--- src/rtl/ram_port_arbiter.sv ---
// Round-robin arbiter sharing frame RAM port B among requesters, with a burst lock.
// gnt is combinational; the RAM command is registered one cycle later; rd_valid arrives at grant+1+RD_LATENCY.
module ram_port_arbiter #(
    parameter int NUM_REQ    = 3,
    parameter int ADDR_W     = 19,
    parameter int DATA_W     = 3,
    parameter int RD_LATENCY = 2
) (
    input  logic                        clock_i,
    input  logic                        reset_i,
    input  logic [NUM_REQ-1:0]          req_i,
    input  logic [NUM_REQ-1:0]          lock_i,
    input  logic [NUM_REQ-1:0]          we_i,
    input  logic [NUM_REQ*ADDR_W-1:0]   addr_i,
    input  logic [NUM_REQ*DATA_W-1:0]   wdata_i,
    output logic [NUM_REQ-1:0]          gnt_o,
    output logic [NUM_REQ-1:0]          rd_valid_o,
    output logic [DATA_W-1:0]           rd_data_o,
    output logic                        busy_o,
    output logic [ADDR_W-1:0]           ram_address_o,
    output logic                        ram_write_enabled_o,
    output logic [DATA_W-1:0]           ram_write_data_o,
    input  logic [DATA_W-1:0]           ram_read_data_i
);

    localparam int IDX_W = (NUM_REQ > 1) ? $clog2(NUM_REQ) : 1;
    localparam logic [IDX_W-1:0] LAST_RST = IDX_W'(NUM_REQ - 1);

    logic [IDX_W-1:0]   last_q, last_d;
    logic [IDX_W-1:0]   owner_q, owner_d;
    logic               busy_q, busy_d;
    logic [IDX_W-1:0]   gnt_idx;
    logic [IDX_W-1:0]   cand;
    logic               gnt_vld;
    logic [NUM_REQ-1:0] rd_tag_d;

    logic [ADDR_W-1:0]  ram_address_q;
    logic               ram_we_q;
    logic [DATA_W-1:0]  ram_wdata_q;
    logic [RD_LATENCY:0][NUM_REQ-1:0] rd_pipe_q;

    // While locked only the owner may win; otherwise search last+1, last+2, ... modulo NUM_REQ.
    always_comb begin
        gnt_o   = '0;
        gnt_vld = 1'b0;
        gnt_idx = owner_q;
        cand    = '0;
        if (!reset_i) begin
            if (busy_q) begin
                if (req_i[owner_q]) begin
                    gnt_vld = 1'b1;
                    gnt_idx = owner_q;
                end
            end else begin
                for (int k = 1; k <= NUM_REQ; k++) begin
                    cand = IDX_W'((int'(last_q) + k) % NUM_REQ);
                    if (!gnt_vld && req_i[cand]) begin
                        gnt_vld = 1'b1;
                        gnt_idx = cand;
                    end
                end
            end
        end
        if (gnt_vld) begin
            gnt_o[gnt_idx] = 1'b1;
        end
    end

    always_comb begin
        last_d   = last_q;
        owner_d  = owner_q;
        busy_d   = busy_q;
        rd_tag_d = '0;
        if (gnt_vld) begin
            last_d = gnt_idx;
            // An unlocked grant while busy can only be the owner, so it releases the lock.
            if (lock_i[gnt_idx]) begin
                busy_d  = 1'b1;
                owner_d = gnt_idx;
            end else begin
                busy_d  = 1'b0;
            end
            if (!we_i[gnt_idx]) begin
                rd_tag_d[gnt_idx] = 1'b1;
            end
        end
    end

    always_ff @(posedge clock_i) begin
        if (reset_i) begin
            last_q        <= LAST_RST;
            owner_q       <= '0;
            busy_q        <= 1'b0;
            ram_address_q <= '0;
            ram_we_q      <= 1'b0;
            ram_wdata_q   <= '0;
            rd_pipe_q     <= '0;
        end else begin
            last_q   <= last_d;
            owner_q  <= owner_d;
            busy_q   <= busy_d;
            ram_we_q <= gnt_vld & we_i[gnt_idx];
            if (gnt_vld) begin
                ram_address_q <= addr_i[gnt_idx*ADDR_W +: ADDR_W];
                ram_wdata_q   <= wdata_i[gnt_idx*DATA_W +: DATA_W];
            end
            // Stage 0 lines up with the command register; the last stage lines up with q_b.
            rd_pipe_q[0] <= rd_tag_d;
            for (int k = 1; k <= RD_LATENCY; k++) begin
                rd_pipe_q[k] <= rd_pipe_q[k-1];
            end
        end
    end

    assign busy_o              = busy_q;
    assign ram_address_o       = ram_address_q;
    assign ram_write_enabled_o = ram_we_q;
    assign ram_write_data_o    = ram_wdata_q;
    assign rd_valid_o          = rd_pipe_q[RD_LATENCY];
    assign rd_data_o           = ram_read_data_i;

endmodule

--- config.mk ---
export PLATFORM = sky130hd
export DESIGN_NAME = ram_port_arbiter
export DESIGN_NICKNAME = d
export VERILOG_FILES = /design/src/rtl/ram_port_arbiter.sv
export SDC_FILE = /design/constraint.sdc
export NUM_CORES = 1
export LEC_CHECK = 0
export BUFFER_PORTS_ARGS = -buffer_cell sky130_fd_sc_hd__buf_2
export CELL_PAD_IN_SITES_DETAIL_PLACEMENT = 0
export CELL_PAD_IN_SITES_GLOBAL_PLACEMENT = 1
export CORE_MARGIN = 1
export CORE_UTILIZATION = 33
export CTS_CLUSTER_DIAMETER = 60
export DETAILED_ROUTE_END_ITERATION = 8
export PLACE_DENSITY = 0.82
export RECOVER_POWER = 100
export SETUP_SLACK_MARGIN = 0.02
export SLEW_MARGIN = 20
export SYNTH_ARGS = -nofsm -noshare
export SYNTH_HDL_FRONTEND = slang
export SYNTH_SLANG_ARGS = --single-unit
--- constraint.sdc ---
create_clock -name clock_i -period 6.9 [get_ports clock_i]
set_clock_uncertainty 0.2 [all_clocks]
set_input_delay 1.38 -clock clock_i [delete_from_list [all_inputs] [get_ports clock_i]]
set_output_delay 1.38 -clock clock_i [all_outputs]
set_load 0.02 [all_outputs]
==> results of run 1 <==
-- worst paths after layout --
check | start | to | slack, ns
setup / recovery | req_i[2] | gnt_o[2] | 1.21
hold / removal | rd_pipe_q[5]$_SDFF_PP0_ | rd_valid_o[2]$_SDFF_PP0_ | 0.24
setup reg to reg | last_q[1]$_SDFFE_PP1P_ | ram_write_enabled_o$_SDFF_PP0_ | 2.96
hold reg to reg | rd_pipe_q[5]$_SDFF_PP0_ | rd_valid_o[2]$_SDFF_PP0_ | 0.24
-- sequential cells by signal, summed over array words and instances (netlist names) --
signal,flops
rd_valid_o,3
owner_q,2
last_q,2
rd_pipe_q,6
ram_write_data_o,3
busy_o,1
ram_write_enabled_o,1
ram_address_o,19
-- layout by cell type (no fill, tap or decap), types with 2 or more instances in the layout --
cell type | synthesis | routed
sky130_fd_sc_hd__buf_4 | 7 | 2
sky130_fd_sc_hd__buf_2 | 3 | 73
sky130_fd_sc_hd__dfxtp_1 | 37 | 37
sky130_fd_sc_hd__a22oi_1 | 23 | 23
sky130_fd_sc_hd__mux2i_1 | 27 | 27
sky130_fd_sc_hd__nand3_1 | 2 | 2
sky130_fd_sc_hd__o21ai_0 | 5 | 26
sky130_fd_sc_hd__ha_1 | 4 | 4
sky130_fd_sc_hd__and2b_1 | 2 | 2
sky130_fd_sc_hd__o31a_1 | 2 | 2
sky130_fd_sc_hd__nor2_1 | 4 | 4
sky130_fd_sc_hd__clkbuf_8 | 0 | 6
sky130_fd_sc_hd__o211ai_1 | 2 | 2
sky130_fd_sc_hd__and2_1 | 3 | 3
sky130_fd_sc_hd__o311ai_0 | 2 | 2
sky130_fd_sc_hd__a21oi_1 | 3 | 3
sky130_fd_sc_hd__nand2_1 | 9 | 9
sky130_fd_sc_hd__o21a_1 | 3 | 3
sky130_fd_sc_hd__nand3b_1 | 3 | 3
sky130_fd_sc_hd__inv_1 | 5 | 5
sky130_fd_sc_hd__and3_1 | 3 | 3
sky130_fd_sc_hd__or2_2 | 2 | 2
sky130_fd_sc_hd__o22ai_1 | 2 | 2
sky130_fd_sc_hd__clkbuf_1 | 5 | 36
sky130_fd_sc_hd__nor2b_1 | 10 | 10
-- metal layers --
| layer | global-route usage (%) | up-vias |
|---|---|---|
| li1 | - | 962 |
| met1 | 19.96 | 866 |
| met3 | 5.517 | 7 |
| met4 | 4.364 | 0 |
| met2 | 26.81 | 85 |
| met5 | 0 | - |
-- final cells by class --
class	count	area share [%]
Multi-Input combinational cell	148	42.84
Clock buffer	7	3.409
Tap cell	72	3.557
Sequential cell	37	29.25
Timing Repair Buffer	110	20.21
Inverter	5	0.7411
-- kinds of logic after synthesis --
group | count (synthesis) | synth area share, %
mux | 27 | 13.82
buf+inv | 22 | 6.910
flops | 37 | 37.88
fa+ha+maj | 4 | 2.559
compound gates | 71 | 25.02
simple gates | 46 | 13.82
-- stage by stage --
step / hold WS, ns / total power, uW
after floorplan: 0.2138 / 848.1
after global placement: 0.2168 / 1005
after detailed placement: 0.2204 / 1010
after CTS: 0.2374 / 1162
after global routing: 0.2528 / 1206
final: 0.2364 / 1116
-- power by group --
| group | switching (uW) | leakage [uW] | total [uW] | internal (uW) |
|---|---|---|---|---|
| Combinational | 394 | 0.000694 | 642 | 248 |
| Clock | 67.8 | 0.0000443 | 147 | 79.2 |
| Sequential | 40.7 | 0.000305 | 326 | 285 |
| Total | 503 | 0.00104 | 1120 | 613 |
==> impl_metrics.yaml, run 1 <==
status:
  outcome: "complete, no violations"
floorplan:
  fp.coreArea_mm2: 0.005608
  die_w_um: 78.98
  fp.dieArea_mm2: 0.006238
  rows: 27
  floorplan.initialDensity_pct: 34.87
  die_h_um: 78.98
  io_pins: 113
synth:
  synth_largest_area_cell: "sky130_fd_sc_hd__dfxtp_1"
  syn-instance-count: 207
  synth_async_sr_flop_share_pct: 0
  yosys.cell_count.top_type: "sky130_fd_sc_hd__dfxtp_1"
  synth-edff-count: 0
  synth_area_mm2: 0.001956
  postSynth.topFlopCell: "sky130_fd_sc_hd__dfxtp_1"
  ys_seq_area_share_pct: 37.88
  ys.warnings.count: 0
  syn_nets: 291
  synth.cells.most_frequent: "sky130_fd_sc_hd__dfxtp_1 (37), sky130_fd_sc_hd__mux2i_1 (27), sky130_fd_sc_hd__a22oi_1 (23), sky130_fd_sc_hd__o21ai_1 (20), sky130_fd_sc_hd__nor2b_1 (10)"
  synth.distinct_cells: 43
  synth.top_cells.by_area: "sky130_fd_sc_hd__dfxtp_1 (38%), sky130_fd_sc_hd__mux2i_1 (14%), sky130_fd_sc_hd__a22oi_1 (8.8%)"
  postSynthAreaPerCell_um2: 9.447
  count_of_state_elements_after_synthesis: 37
  synth_top_area_share_pct: 37.88
clocking:
  htree_num_levels: 2
  cts.clk_slew.worst_paths_ns: 0.06
  clock_tree.root_cell: "sky130_fd_sc_hd__clkbuf_8"
  post_cts_resize_count: 0
  number_of_clock_sinks: 37
  clk-insertion-delay-late_ns: 0.28
  numCtsBuffers: 5
  cts_tree: "done"
  cts_setup_buffers: 0
  clockBufferDepth: 2
  post_cts_hold_buffer_count: 0
setup_path:
  cp-start-kind: "primary input"
  cp_slowest_stage_delay_ns: 0.83
  critical_path_cell_count: 9
  cp_data_arrival_time_ns: 4.11
  required_time_of_the_critical_path_ns: 5.32
  worst_path_most_repeated_cell: "sky130_fd_sc_hd__clkbuf_1"
  crit_family: "buffers and inverters"
  timing.reg2reg.worst_path_depth: 10
  crit_path_top_delay_cell: "sky130_fd_sc_hd__clkbuf_1"
  kind_of_end_point_of_the_critical_path: "primary output"
  path_buf_inv: 3
  critPathKind: "primary input to primary output"
  crit_path_cell_trace: "clkbuf_1, mux2i_1, o21ai_0, or4_1, a31oi_1, nor4_4, clkbuf_1, and2b_1, clkbuf_1"
  crit_fanout: 25
placed_design:
  place_ws_ns: 1.720
  gp_congestion: 0.8559
  post_dp_cell_area_mm2: 0.002499
  dpl.cell_count: 372
  numPortBuffers: 106
  detailed_place_hpwl_um: 3807
detailed_routing:
  m1WireLength_um: 2323
  vias_per_cell: 5.066
  avgRoutedWirePerCell_um: 13.47
  routed_wl_um: 5106
  route.detailed.drc: 0
  route.vias.total: 1920
  first_pass_iters: 4
  ant_nets: 0
  highest-signal-layer: "met4"
  met2_length_um: 2398
  iter_0_drt_violations: 138
  met3_wirelength_um: 317
finish:
  final_cells: 379
  antenna_cells: 0
  fill_cell_instance_count_of_the_final_layout: 604
  drive_gt1_share_pct: 28.01
  multi_input_comb_area_mm2: 0.001085
  syn2layout_area_growth_pct: 29.49
  utilization_pct: 45.16
  design_area_mm2: 0.002532
  final-seq-area_um2: 740.7
  layout.nets: 391
global_routing:
  first_global_vias: 1725
  global_route_wire_length_before_repair_um: 7879
  grt.total_usage_pct: 16.21
  grt_start_max_net_pins: 27
  grt-ovfl-total: 0
  number_of_antenna_violations_at_the_first_check_in_global_routing: 0
min_path:
  worst_hold_class: "register to register"
  hold-path-cell-count: 1
sta:
  finalSetupTns_ns: 0
  final.min_clock_period_ns: 5.686
  max_freq_ghz: 0.1759
  worst_pin_slew_ns: 1.083
  min_period_over_period_pct: 82.40
  grt_setup_unrepaired: "false"
  timing.max_slew.rel_slack_pct: 27.77
  post_route_worst_setup_slack_ns: 1.214
  hold_viol: 0
  report.final.slew_viol_count: 0
  setup_viol_count_final: 0
flow_run:
  drv.max_cap_violation_count: 0
power:
  power_per_cell_area_mw_per_mm2: 440.5
  power.static_leakage_uw: 0.001043
  vdd_drop_max_mv: 0.1787
Note: power is estimated with default switching activity, not from simulation.
==> inputs of run 2 (changes only) <==
--- a/config.mk
+++ b/config.mk
@@ -9,10 +9,10 @@
 export CELL_PAD_IN_SITES_DETAIL_PLACEMENT = 0
 export CELL_PAD_IN_SITES_GLOBAL_PLACEMENT = 1
 export CORE_MARGIN = 1
-export CORE_UTILIZATION = 33
+export CORE_UTILIZATION = 31
 export CTS_CLUSTER_DIAMETER = 60
 export DETAILED_ROUTE_END_ITERATION = 8
-export PLACE_DENSITY = 0.82
+export PLACE_DENSITY = 0.78
 export RECOVER_POWER = 100
 export SETUP_SLACK_MARGIN = 0.02
 export SLEW_MARGIN = 20
==> constraint.sdc (replaced) <==
create_clock -name clock_i -period 5.8 [get_ports clock_i]
set_clock_uncertainty 0.2 [all_clocks]
set_input_delay 1.16 -clock clock_i [delete_from_list [all_inputs] [get_ports clock_i]]
set_output_delay 1.16 -clock clock_i [all_outputs]
set_load 0.02 [all_outputs]
==> run 2 against run 1 <==
Effect of this change:
- sequential cell count unchanged
- count of clock-buffer cells in the layout down 2
- global-route usage down 0.30 points
- highest routed layer unchanged
- die area up 6.3%
- clock power up 76%
- largest power group unchanged
- non-clock buffer count unchanged
- via count up 0.83%
- critical path type unchanged
- total power up 26%
- sequential share of layout area down 0.46 points
- worst hold slack better by 0.0025 ns
- routed wire length up 3.9%
- utilization down 2.2 points
==> impl_metrics.yaml, run 2 (synthesized netlist as in run 1, its figures left out) <==
finish:
  drive_gt1_share_pct: 28.90
  layout.nets: 391
  syn2layout_area_growth_pct: 31.54
  fill_cell_instance_count_of_the_final_layout: 615
  largest_reg_flops: 19
  antenna_cells: 0
  most_used_cells_in_the_layout_excluding_fill_and_tap_cells: "sky130_fd_sc_hd__buf_2 (74), sky130_fd_sc_hd__dfxtp_1 (37), sky130_fd_sc_hd__clkbuf_1 (33)"
  final_common_cell: "sky130_fd_sc_hd__buf_2"
  utilization_pct: 42.94
clocking:
  htree_num_levels: 2
  cts_tree: "done"
  cts.clk_slew.worst_paths_ns: 0.07
  clk-insertion-delay-late_ns: 0.28
  clockBufferDepth: 2
  post_cts_resize_count: 0
  cts_setup_buffers: 0
  number_of_clock_sinks: 37
  clock_tree.root_cell: "sky130_fd_sc_hd__clkbuf_8"
  numCtsBuffers: 5
  post_cts_hold_buffer_count: 0
setup_path:
  cp-start-kind: "primary input"
  timing.rr.start: "last_q[1]$_SDFFE_PP1P_"
  crit_fanout: 24
  timing.reg2reg.worst_path_depth: 10
  cp_data_arrival_time_ns: 3.65
  critPathKind: "primary input to primary output"
  required_time_of_the_critical_path_ns: 4.44
  kind_of_end_point_of_the_critical_path: "primary output"
  worstReg2RegEnd: "owner_q[0]$_SDFFE_PP0P_"
  rrSetupSlack_ns: 2.01
placed_design:
  numPortBuffers: 106
  gp_congestion: 0.8018
  detailed_place_hpwl_um: 3994
detailed_routing:
  first_pass_iters: 4
  iter_0_drt_violations: 95
  route.detailed.drc: 0
  vias_per_cell: 5.055
  routed_wl_um: 5307
  ant_nets: 0
  avgRoutedWirePerCell_um: 13.86
  route.vias.total: 1936
min_path:
  min-delay-start: "rd_pipe_q[5]$_SDFF_PP0_"
  worst_hold_class: "register to register"
  timing.hold.worst_endpoint: "rd_valid_o[2]$_SDFF_PP0_"
  hold-path-cell-count: 1
power:
  vdd_drop_max_mv: 0.2081
  power.static_leakage_uw: 0.001071
  power_per_cell_area_mw_per_mm2: 546.0
global_routing:
  use_met1_pct: 20.22
  global_route_hottest_layer: "met2"
  grt.total_usage_pct: 15.91
  global_route_wire_length_before_repair_um: 8052
  gr-usage-met2_pct: 25.17
  grt_start_max_net_pins: 25
  number_of_antenna_violations_at_the_first_check_in_global_routing: 0
  globalRouteMet3Util_pct: 4.889
  first_global_vias: 1728
  grt-ovfl-total: 0
floorplan:
  die_h_um: 81.43
  rows: 28
  io_pins: 113
  die_w_um: 81.43
  floorplan.initialDensity_pct: 32.64
  fp.coreArea_mm2: 0.005991
  fp.dieArea_mm2: 0.006630
sta:
  finalHoldWorstSlack_ns: 0.2389
  finalSetupTns_ns: 0
  grt_setup_unrepaired: "false"
  setup_viol_count_final: 0
  max_freq_ghz: 0.1994
  final.min_clock_period_ns: 5.015
  timing.max_slew.rel_slack_pct: 23.19
  report.final.slew_viol_count: 0
  hold_viol: 0
  worst_pin_slew_ns: 1.152
  min_period_over_period_pct: 86.46
status:
  outcome: "complete, no violations"
flow_run:
  drv.max_cap_violation_count: 0
run 2: final cells by class:
cell class / instances / area (um^2) / area share [%]
multi-input cells: 148 / 1069 / 41.54
flip-flops and latches: 37 / 740.7 / 28.79
repair buffers: 110 / 516.7 / 20.09
well taps: 75 / 93.84 / 3.648
clock buffers: 5 / 68.82 / 2.675
clock inverters: 3 / 65.06 / 2.529
inverters: 5 / 18.77 / 0.7296
run 2: where the power goes:
group | internal [uW] | total (uW) | switching, uW
registers | 339 | 387 | 47.4
logic | 290 | 759 | 469
clock network | 171 | 259 | 88.5
run 2: critical path, stage by stage:
cell                       delay [ns]
sky130_fd_sc_hd__clkbuf_1        0.19
sky130_fd_sc_hd__mux2i_1         0.14
sky130_fd_sc_hd__o22ai_1         0.48
sky130_fd_sc_hd__nor3_1          0.16
sky130_fd_sc_hd__o31a_1          0.34
sky130_fd_sc_hd__o31ai_1         0.29
sky130_fd_sc_hd__buf_4           0.42
sky130_fd_sc_hd__nor2b_1         0.22
sky130_fd_sc_hd__clkbuf_1        0.25
run 2: worst max-delay path by stage:
stage | start | end | slack [ns] | depth (start not counted)
2_1_floorplan | req_i[1] | gnt_o[1] | 1.64 | 6
3_3_place_gp | req_i[1] | gnt_o[0] | 1.21 | 8
3_5_place_dp | req_i[1] | gnt_o[0] | 1.08 | 8
4_1_cts | req_i[1] | gnt_o[0] | 1.07 | 8
5_1_grt | req_i[1] | gnt_o[1] | 0.47 | 9
6_report | req_i[1] | gnt_o[1] | 0.79 | 9
run 2: routing by layer:
metal  part of all wire, %  vias up  routed length (um)
met2                    46       80                2465
met5                     0        -                   0
met3                   8.4        8                 446
li1                      -      966                   -
met1                    44      882                2336
met4                   1.1        0                  59
run 2: through the flow:
stage	cell area, um^2	worst slack [ns]	cells	power, uW
after floorplan	1956	1.643	207	1009
after global placement	2502	1.213	375	1206
after detailed placement	2502	1.084	375	1206
after CTS	2636	1.073	383	1470
after global routing	2572	0.4668	383	1515
final	2572	0.7853	383	1405
